[src/rtl/inv_sbox_layer_seq.sv]
// Sequential inverse 5-bit S-box layer.
// A block of NUM_SYMBOLS 5-bit symbols is loaded in IDLE, inverse-substituted
// symbol by symbol (ascending) in RUN and presented with a valid/ready
// handshake in DONE.
// Optional build macro: INV_SBOX_UNROLL2_EN -- process symbols 2k and 2k+1 per
// edge, halving latency; results and handshake behaviour are unchanged.
module inv_sbox_layer_seq #(
  parameter int unsigned NUM_SYMBOLS = 8
) (
  input  logic                       clk,
  input  logic                       rst_n,
  input  logic                       in_valid,
  output logic                       in_ready,
  input  logic [5*NUM_SYMBOLS-1:0]   in_data,
  output logic                       out_valid,
  input  logic                       out_ready,
  output logic [5*NUM_SYMBOLS-1:0]   out_data,
  output logic                       busy
);

  localparam int unsigned W    = 5 * NUM_SYMBOLS;
  localparam int unsigned CntW = (NUM_SYMBOLS > 2) ? $clog2(NUM_SYMBOLS) : 1;
`ifdef INV_SBOX_UNROLL2_EN
  localparam int Steps = int'(NUM_SYMBOLS / 2);
`else
  localparam int Steps = int'(NUM_SYMBOLS);
`endif
  localparam logic [CntW-1:0] LastCnt = CntW'(Steps - 1);

  // InvTable[y] = x such that S(x) = y
  localparam logic [4:0] InvTable [32] = '{
    5'd27, 5'd6,  5'd30, 5'd1,  5'd5,  5'd23, 5'd13, 5'd26,
    5'd7,  5'd31, 5'd0,  5'd2,  5'd8,  5'd19, 5'd20, 5'd16,
    5'd28, 5'd4,  5'd11, 5'd21, 5'd15, 5'd29, 5'd3,  5'd10,
    5'd17, 5'd24, 5'd12, 5'd25, 5'd9,  5'd18, 5'd22, 5'd14
  };

  typedef enum logic [1:0] {StIdle, StRun, StDone} state_e;

  state_e          st_q, st_d;
  logic [CntW-1:0] count_q, count_d;
  logic [W-1:0]    work_q, work_d;
  logic [4:0]      sym0_in, sym0_out;
`ifdef INV_SBOX_UNROLL2_EN
  logic [4:0]      sym1_in, sym1_out;
`endif

  // Route the symbol(s) addressed by count into the shared lookup(s)
  always_comb begin
    sym0_in = '0;
`ifdef INV_SBOX_UNROLL2_EN
    sym1_in = '0;
    for (int k = 0; k < Steps; k++) begin
      if (count_q == CntW'(k)) begin
        sym0_in = work_q[10*k +: 5];
        sym1_in = work_q[10*k+5 +: 5];
      end
    end
`else
    for (int i = 0; i < Steps; i++) begin
      if (count_q == CntW'(i)) sym0_in = work_q[5*i +: 5];
    end
`endif
  end

  assign sym0_out = InvTable[sym0_in];
`ifdef INV_SBOX_UNROLL2_EN
  assign sym1_out = InvTable[sym1_in];
`endif

  // Next-state logic: load, substitute in place, hold until drained
  always_comb begin
    st_d    = st_q;
    count_d = count_q;
    work_d  = work_q;
    unique case (st_q)
      StIdle: begin
        if (in_valid) begin
          work_d  = in_data;
          count_d = '0;
          st_d    = StRun;
        end
      end
      StRun: begin
        for (int j = 0; j < Steps; j++) begin
          if (count_q == CntW'(j)) begin
`ifdef INV_SBOX_UNROLL2_EN
            work_d[10*j +: 5]   = sym0_out;
            work_d[10*j+5 +: 5] = sym1_out;
`else
            work_d[5*j +: 5]    = sym0_out;
`endif
          end
        end
        count_d = count_q + 1'b1;
        if (count_q == LastCnt) st_d = StDone;
      end
      StDone: begin
        if (out_ready) st_d = StIdle;
      end
      default: st_d = StIdle;
    endcase
  end

  // State, counter and working register
  always_ff @(posedge clk or negedge rst_n) begin
    if (!rst_n) begin
      st_q    <= StIdle;
      count_q <= '0;
      work_q  <= '0;
    end else begin
      st_q    <= st_d;
      count_q <= count_d;
      work_q  <= work_d;
    end
  end

  assign in_ready  = (st_q == StIdle);
  assign out_valid = (st_q == StDone);
  assign busy      = (st_q != StIdle);
  assign out_data  = work_q;

endmodule

[config.mk]
export PLATFORM = sky130hd
export DESIGN_NAME = inv_sbox_layer_seq
export DESIGN_NICKNAME = d
export VERILOG_FILES = /design/src/rtl/inv_sbox_layer_seq.sv
export SDC_FILE = /design/constraint.sdc
export NUM_CORES = 1
export LEC_CHECK = 0
export CAP_MARGIN = 25
export CORE_MARGIN = 2
export CORE_UTILIZATION = 49
export DETAILED_ROUTE_END_ITERATION = 10
export GPL_ROUTABILITY_DRIVEN = 1
export PLACE_DENSITY = 0.88
export SYNTH_ARGS = -nofsm -noshare
export SYNTH_HDL_FRONTEND = slang
export SYNTH_SLANG_ARGS = --single-unit
export TNS_END_PERCENT = 30
[constraint.sdc]
create_clock -name clk -period 3.6 [get_ports clk]
set_clock_uncertainty 0.05 [all_clocks]
set_input_delay 0.72 -clock clk [delete_from_list [all_inputs] [get_ports clk]]
set_output_delay 0.72 -clock clk [all_outputs]
set_load 0.02 [all_outputs]
## Yosys cells after proc, flatten, opt, wreduce, memory -nomap -nowiden

Memory sizes are Yosys's and may differ from the RTL's.
Index checks and enable logic that the tools add are counted.

| storage, ports and cells | value |
|---|---|
| ROM bits | 160 |
| input bits | 44 |
| bits in registers | 45 |
| output and inout port bits | 43 |
| logic and storage cells | 73 |
| memories | 1 |

Memory list:

| memory | words | bits a word | read ports | clocked after Yosys merged registers in | wr ports | RTL line | text |
|---|---|---|---|---|---|---|---|
| (name not given) | 32 | 5 | 1 | 0 | 0 | 66 | `assign sym0_out = InvTable[sym0_in];` |

| operators by class | value |
|---|---|
| bitwise logic cells | 1 |
| mux-type cells | 26 |
| add/sub/neg operators | 1 |
| reductions and logical operators | 14 |
| eq/ne operators | 19 |
| order comparisons | 1 |

Operators with widths:

| operator | count |
|---|---|
| 5-bit two-way mux | 18 |
| 40-bit one-hot mux with 2 select lines | 1 |
| 40-bit two-way mux | 1 |
| 3-bit AND reduction | 9 |
| 2-bit != test (second input constant) | 9 |
| 3-bit == test (second input constant) | 4 |
| 3-bit by 2-bit == test with 1-bit output (second input constant) | 2 |
| 6-bit >= comparator (second input constant) | 1 |
| 2-bit two-way mux | 3 |
| 5-bit NOT with 6-bit output | 1 |
| 2-bit one-hot mux with 3 select lines | 1 |
| 3-bit one-hot mux with 2 select lines | 1 |
| 2-bit nonzero test | 2 |
| 3-bit by 1-bit adder with 3-bit output (second input constant) | 1 |
| 3-bit by 1-bit == test with 1-bit output (second input constant) | 1 |
| 3-bit zero test | 1 |
| 3-bit two-way mux | 1 |
| 2-bit by 1-bit == test with 1-bit output (second input constant) | 1 |
| 2-bit == test (second input constant) | 1 |
| 2-bit zero test | 1 |
| 2-bit by 1-bit != test with 1-bit output (second input constant) | 1 |
| 2-bit AND reduction | 1 |

## Logic depth before layout (Yosys ltp)

Gate-level depths: netlist of run 1.

| depth | value |
|---|---|
| word-level depth | 15 |
| mapped depth | 15 |
| gate-level depth less buffers | 13 |

## Worst setup path before layout of run 1

OpenSTA, ideal clock, no wires.

| timing | value |
|---|---|
| kind | register -> register |
| start | reg count_q[0] |
| end | reg work_q[14] (netlist: out_data[14]) |
| required time | 3.468 ns |
| path buffers | 0 |
| setup time | 0.082 ns |
| data arrival time | 3.151 ns |
| cell stages (with the launch flop) | 14 |
| clock period less this slack | 3.283 ns |
| setup slack | 0.317 ns |
| cells stage by stage | dfrtp_1 -> ha_1 -> ha_1 -> or2_1 -> a221o_1 -> a31oi_1 -> inv_1 -> ha_1 -> nor2_1 -> nor4b_1 -> a221oi_1 -> a311o_1 -> o41a_4 -> a22oi_2 |

| on the way | value |
|---|---|
| longest elaborated chain between the ends | 15 |
| elaborated cells on any way between the ends | 24 |
| classes of those cells | eq/ne: 8; mux: 12; bitwise: 1; reduce/logical: 2; memory: 1 |

Ends and longest elaborated chain:

| what | RTL line | text |
|---|---|---|
| start: declaration | 41 | `logic [CntW-1:0] count_q, count_d;` |
| start signal: assignment | 113 | `count_q <= count_d;` |
| 3-bit zero test | 61 | `if (count_q == CntW'(i)) sym0_in = work_q[5*i +: 5];` |
| 5-bit two-way mux (8 in series) | 61 |  |
| 5-bit NOT with 6-bit output (implied by the code) | 66 |  |
| memory 32 x 5 bit | n/a |  |
| 5-bit two-way mux (implied by the code) (2 in series) | 66 |  |
| 5-bit two-way mux | 86 | `if (count_q == CntW'(j)) begin` |
| 40-bit one-hot mux with 2 select lines | 76 | `unique case (st_q)` |
| end signal: assignment | 114 | `work_q <= work_d;` |
| end: declaration | 42 | `logic [W-1:0] work_q, work_d;` |

Parallel ways exist; a longest one is shown, timed or not. The select of a mux whose other input is x is not followed.
A chain may end at the register's enable or synchronous reset.

## Worst setup path after layout of run 1

| timing | value |
|---|---|
| start | reg count_q[0] |
| end | reg work_q[12] (netlist: out_data[12]) |

The elaborated chain is that of the path after synthesis.

==> run summary, run 1 <==
Io pins = 87
Number of synthesized register bits = 45
Via-to-Cell Ratio = 6.56
Crit path required time = 3.78 ns
First-pass GRT wire length = 17400 um
Wire length per cell = 20.6 um
Setup Viol. Count Final = 0
Total gr overflow = 0
FILL cells = 472
Die Y = 85.0 um
Worst-path clk slew = 0.08 ns
Pin slew with the least headroom to its limit = 0.708 ns
CP Max Fanout = 11
Drt drc = 0
HP Class = in -> async
Die ar. = 7230 um^2
Slew headroom = 52.8%
Number of global-route vias before repair = 3391
Status = complete, no violations
Drt first pass iters = 5
Fin Setup TNS = 0 ns
Synth Instances = 371
Clk sinks = 45
Final count of pins violating max slew = 0
Synthesized Nets = 428
TritonCTS clock tree = yes
Max frequency = 0.285 GHz
Initial Util = 50.7%
TritonCTS Buffers = 5
Die width = 85.0 um
Hpwl dp = 7980 um
Inserted Diodes = 0
Number of flops mapped to enable cells by yosys = 0
DR vias = 3544
Area Overhead vs Synth = 35.9%
Maximum Capacitance Violations = 0
Syn_area_per_cell = 8.67 um^2
Initial antenna violation count = 0
Post-route ant nets = 0
Core area = 6350 um^2
Setup crit end kind = flip-flop
Post-Syn Area = 3220 um^2
Final Hold Viols = 0
Total track usage = 30.4%
Commonest non-fill, non-tap cells in the layout = clkdlybuf4s50_1, a21oi_1, dfrtp_1, nor2_1, nand2_1
Synth unique cells = 60
Ys Warns = 0
Post-synth top flop = dfrtp_1
Reg-to-Reg End = out_data[12]
Final worst setup slack = 0.0866 ns
CP arrival = 3.69 ns
Root Driver = clkbuf_8
Pin count of the biggest net entering global routing = 46
Final period util = 97.6%
R2r startpoint = count_q[0]
Pre-CTS setup slack = -0.0953 ns
Clk_lat worst skew = 0.30 ns
Routability cong. = 1.15
Startpoint types = flip-flop
Wirelength, routed = 11100 um
Hold buffer count at cts = 0
Min Tclk post-route = 3.51 ns
DRT iter0 DRCs = 608
Final core occ = 68.9%
Clock Tree Buf Depth = 2
H-tree depth = 2
Most common cell after layout, fill and taps aside = clkdlybuf4s50_1
Row count = 29
Port Buf Inserts = 86
WS Path Type = reg -> reg
Share of cells above drive strength 1 = 13.4%
Reg2reg path depth = 12
Sequential fraction of the synthesis area = 35.0%
Share of async-settable or async-resettable flops after synthesis = 100%
Final net count = 519
Register-to-register setup slack = 0.09 ns
-- flip-flops by register name (all words and copies together) (netlist names) --
| name | cells |
|---|---|
| count_q | 3 |
| out_data | 40 |
| st_q | 2 |
-- logic make-up after synthesis --
group	Yosys count	synth area share (%)
AO/OA/AOI/OAI	159	36.1
adder cells (fa/ha/maj)	13	5.05
buffers and inverters	38	5.64
flip-flops	45	35.0
multiplexers	4	1.40
AND/OR/NAND/NOR	112	16.8
-- worst max-delay path, stage by stage, from the launching register on --
cell      delay [ns]
dfrtp_1         0.46
inv_1           0.12
ha_2            0.31
nor3b_1         0.23
o211ai_1        0.13
a221oi_2        0.39
nor2_2          0.12
ha_1            0.28
or3_1           0.41
a41oi_1         0.42
o31ai_4         0.12
buf_4           0.21
a22oi_1         0.16
-- per-stage QoR --
step / area (um^2) / hold slack (ns) / std cells
6_report: 4370 / 0.336 / 540
2_1_floorplan: 3220 / 0.374 / 371
5_1_grt: 4370 / 0.371 / 540
4_1_cts: 4270 / 0.489 / 537
3_3_place_gp: 4180 / 0.455 / 529
3_5_place_dp: 4180 / 0.465 / 529
-- cell type report --
cell class	count	area [um^2]	share of cell area [%]
Timing Repair Buffer	107	1030	23.6
Clock buffer	7	76.3	1.74
Multi-Input combinational cell	288	1980	45.2
Inverter	15	56.3	1.29
Sequential cell	45	1130	25.7
Clock inverter	1	7.51	0.172
Tap cell	77	96.3	2.20
-- cells in the mapped netlist (3+ instances only) --
cell | number | area (um^2)
a211oi_1 | 3 | 22.5
nand3b_1 | 6 | 45.0
o21ai_0 | 16 | 80.1
mux2i_1 | 3 | 30.0
a21oi_1 | 59 | 295
nor2b_1 | 9 | 56.3
a21o_1 | 9 | 67.6
a21oi_2 | 7 | 61.3
nand2b_1 | 6 | 37.5
nor3_1 | 6 | 30.0
nor2_1 | 36 | 135
buf_2 | 7 | 35.0
nand2_1 | 32 | 120
o31ai_1 | 18 | 135
inv_1 | 15 | 56.3
a221oi_2 | 3 | 45.0
dfrtp_1 | 45 | 1130
a31oi_1 | 4 | 25.0
a221o_1 | 3 | 30.0
clkbuf_1 | 11 | 41.3
buf_6 | 3 | 33.8
ha_1 | 13 | 163
nand3_1 | 4 | 20.0
-- metal layers --
layer	up-vias	wire (um)	GRT usage (%)
li1	1555	-	-
met1	1701	4470	42.3
met2	241	5140	48.1
met3	47	1170	4.96
met4	0	336	10.5
met5	-	0	0
-- timing repair --
item	4_1_cts	5_1_grt
pin swaps	0	2
setup endpoints to repair	13	32
gates resized for setup	2	10
endpoints found under the hold margin	0	0
setup buffers	0	2
-- worst max-delay path by stage --
| stage | from | endpoint | slack, ns |
|---|---|---|---|
| final | count_q[0] | out_data[12] | 0.09 |
| after global routing | count_q[0] | out_data[29] | -0.08 |
| after CTS | count_q[0] | out_data[14] | 0.10 |
| after detailed placement | count_q[1] | out_data[14] | -0.1 |
| after global placement | count_q[1] | out_data[14] | 0.10 |
| after floorplan | count_q[0] | out_data[14] | 0.32 |
Power of run 1 is not shown: default switching activity piles up to over one toggle a cycle in this logic, so the estimate is an artifact.
==> run 2: changes to the inputs <==
--- a/config.mk
+++ b/config.mk
@@ -7,10 +7,12 @@
 export LEC_CHECK = 0
 export CAP_MARGIN = 25
 export CORE_MARGIN = 2
-export CORE_UTILIZATION = 49
+export CORE_UTILIZATION = 64
 export DETAILED_ROUTE_END_ITERATION = 10
+export DONT_BUFFER_PORTS = 1
 export GPL_ROUTABILITY_DRIVEN = 1
-export PLACE_DENSITY = 0.88
+export PLACE_DENSITY = 0.87
+export SLEW_MARGIN = 30
 export SYNTH_ARGS = -nofsm -noshare
 export SYNTH_HDL_FRONTEND = slang
 export SYNTH_SLANG_ARGS = --single-unit
==> run summary, run 2 (synthesis results as in run 1) <==
Final period util = 95.7%
Slew headroom = 44.6%
TritonCTS clock tree = yes
Wire length per cell = 21.6 um
Total track usage = 35.5%
Final count of pins violating max slew = 0
Drt drc = 0
Final Hold Viols = 0
Clk sinks = 45
FILL cells = 359
H-tree depth = 2
Clk_lat worst skew = 0.30 ns
Detail Route met3 WL = 1020 um
Startpoint types = flip-flop
Final non-filler cell total = 446
Share of cells above drive strength 1 = 17.2%
Port Buf Inserts = 0
Post-route ant nets = 0
Pin slew with the least headroom to its limit = 0.831 ns
DRT iter0 DRCs = 266
Wirelength, routed = 9620 um
Io pins = 87
Number of global-route vias before repair = 2916
Placed inst area = 3350 um^2
Commonest non-fill, non-tap cells in the layout = a21oi_1, dfrtp_1, nor2_1, nand2_1, buf_4
WL met2 = 4620 um
Slowest cell delay on critical path = 0.46 ns
Die Y = 74.9 um
Initial Util = 67.2%
Routability cong. = 0.985
Largest register FFs = 40
Drt first pass iters = 5
DR vias = 3114
Hold buffer count at cts = 0
Setup crit end kind = flip-flop
TritonCTS Buffers = 5
Hpwl dp = 6960 um
Worst-path clk slew = 0.09 ns
Total gr overflow = 0
Root Driver = clkbuf_8
Most common cell after layout, fill and taps aside = a21oi_1
DR top layer = met4
CP Max Fanout = 8
Finished layout cell area = 3510 um^2
Top cell by count, worst path = ha_1
Status = complete, no violations
Core area = 4790 um^2
Maximum Capacitance Violations = 0
Fin Setup TNS = 0 ns
WS Path Type = reg -> reg
Final net count = 435
RSZ-0062 raised after global routing = no
Min Tclk post-route = 3.44 ns
Met1 wire length = 3800 um
Via-to-Cell Ratio = 6.98
Crit path required time = 3.74 ns
HP Class = in -> async
Area Overhead vs Synth = 9.10%
Setup Viol. Count Final = 0
Pin count of the biggest net entering global routing = 46
Clock Tree Buf Depth = 2
Placed Instances = 437
Row count = 25
Final core occ = 73.4%
CP max-delay cell = dfrtp_2
Max frequency = 0.290 GHz
Die width = 74.9 um
Cell Chain, Critical Path = ha_1, ha_1, or2_1, a221o_1, a31oi_2, ha_1, inv_1, nor2_1, a221oi_1, a311o_1, o41a_4, a21oi_2
CP arrival = 3.58 ns
First-pass GRT wire length = 15000 um
Die ar. = 5610 um^2
Inserted Diodes = 0
Initial antenna violation count = 0
## run 2: repair_timing
item	CTS	global route
gates resized for setup	0	11
setup buffers	0	1
setup endpoints to repair	0	40
## run 2: layout make-up
cell class	count	area [um^2]	area share, %
flip-flops and latches	45	1130	32.1
clock buffers	6	82.6	2.35
well taps	67	83.8	2.39
clock inverters	2	13.8	0.392
multi-input cells	288	1960	55.8
inverters	15	56.3	1.60
repair buffers	23	185	5.27
## run 2: path summary, 6_finish.rpt
| path | from | to | slack [ns] | depth (start not counted) |
|---|---|---|---|---|
| max | count_q[0] | out_data[29] | 0.16 | 12 |
| min | rst_n | out_data[4] | 0.05 | 0 |
| max reg2reg | count_q[0] | out_data[29] | 0.16 | 12 |
| min reg2reg | count_q[0] | count_q[0] | 0.52 | 1 |
| max in group asynchronous | rst_n | out_data[15] | 3.36 | 0 |
| min in group clk | count_q[0] | count_q[0] | 0.52 | 1 |
## run 2: through the flow
step	hold WS (ns)	setup slack (ns)
finish	0.0495	0.156
global route	0.0421	0.0212
CTS	0.0444	0.0176
detailed placement	0.375	0.0340
global placement	0.375	0.117
floorplan	0.374	0.317
## run 2: metal layers
metal,track usage [%],vias to the layer above
met4,9.92,0
met5,0,-
met3,7.36,19
met1,49.8,1493
met2,56.2,208
li1,-,1394
## run 2: critical path: cells and delay by family (launching register included)
kind | cells | cell delay [ns]
fa+ha+maj | 3 | 0.79
flops | 1 | 0.46
compound gates | 6 | 1.55
buf+inv | 1 | 0.14
simple gates | 2 | 0.34
Power of run 2 is left out for the same reason.
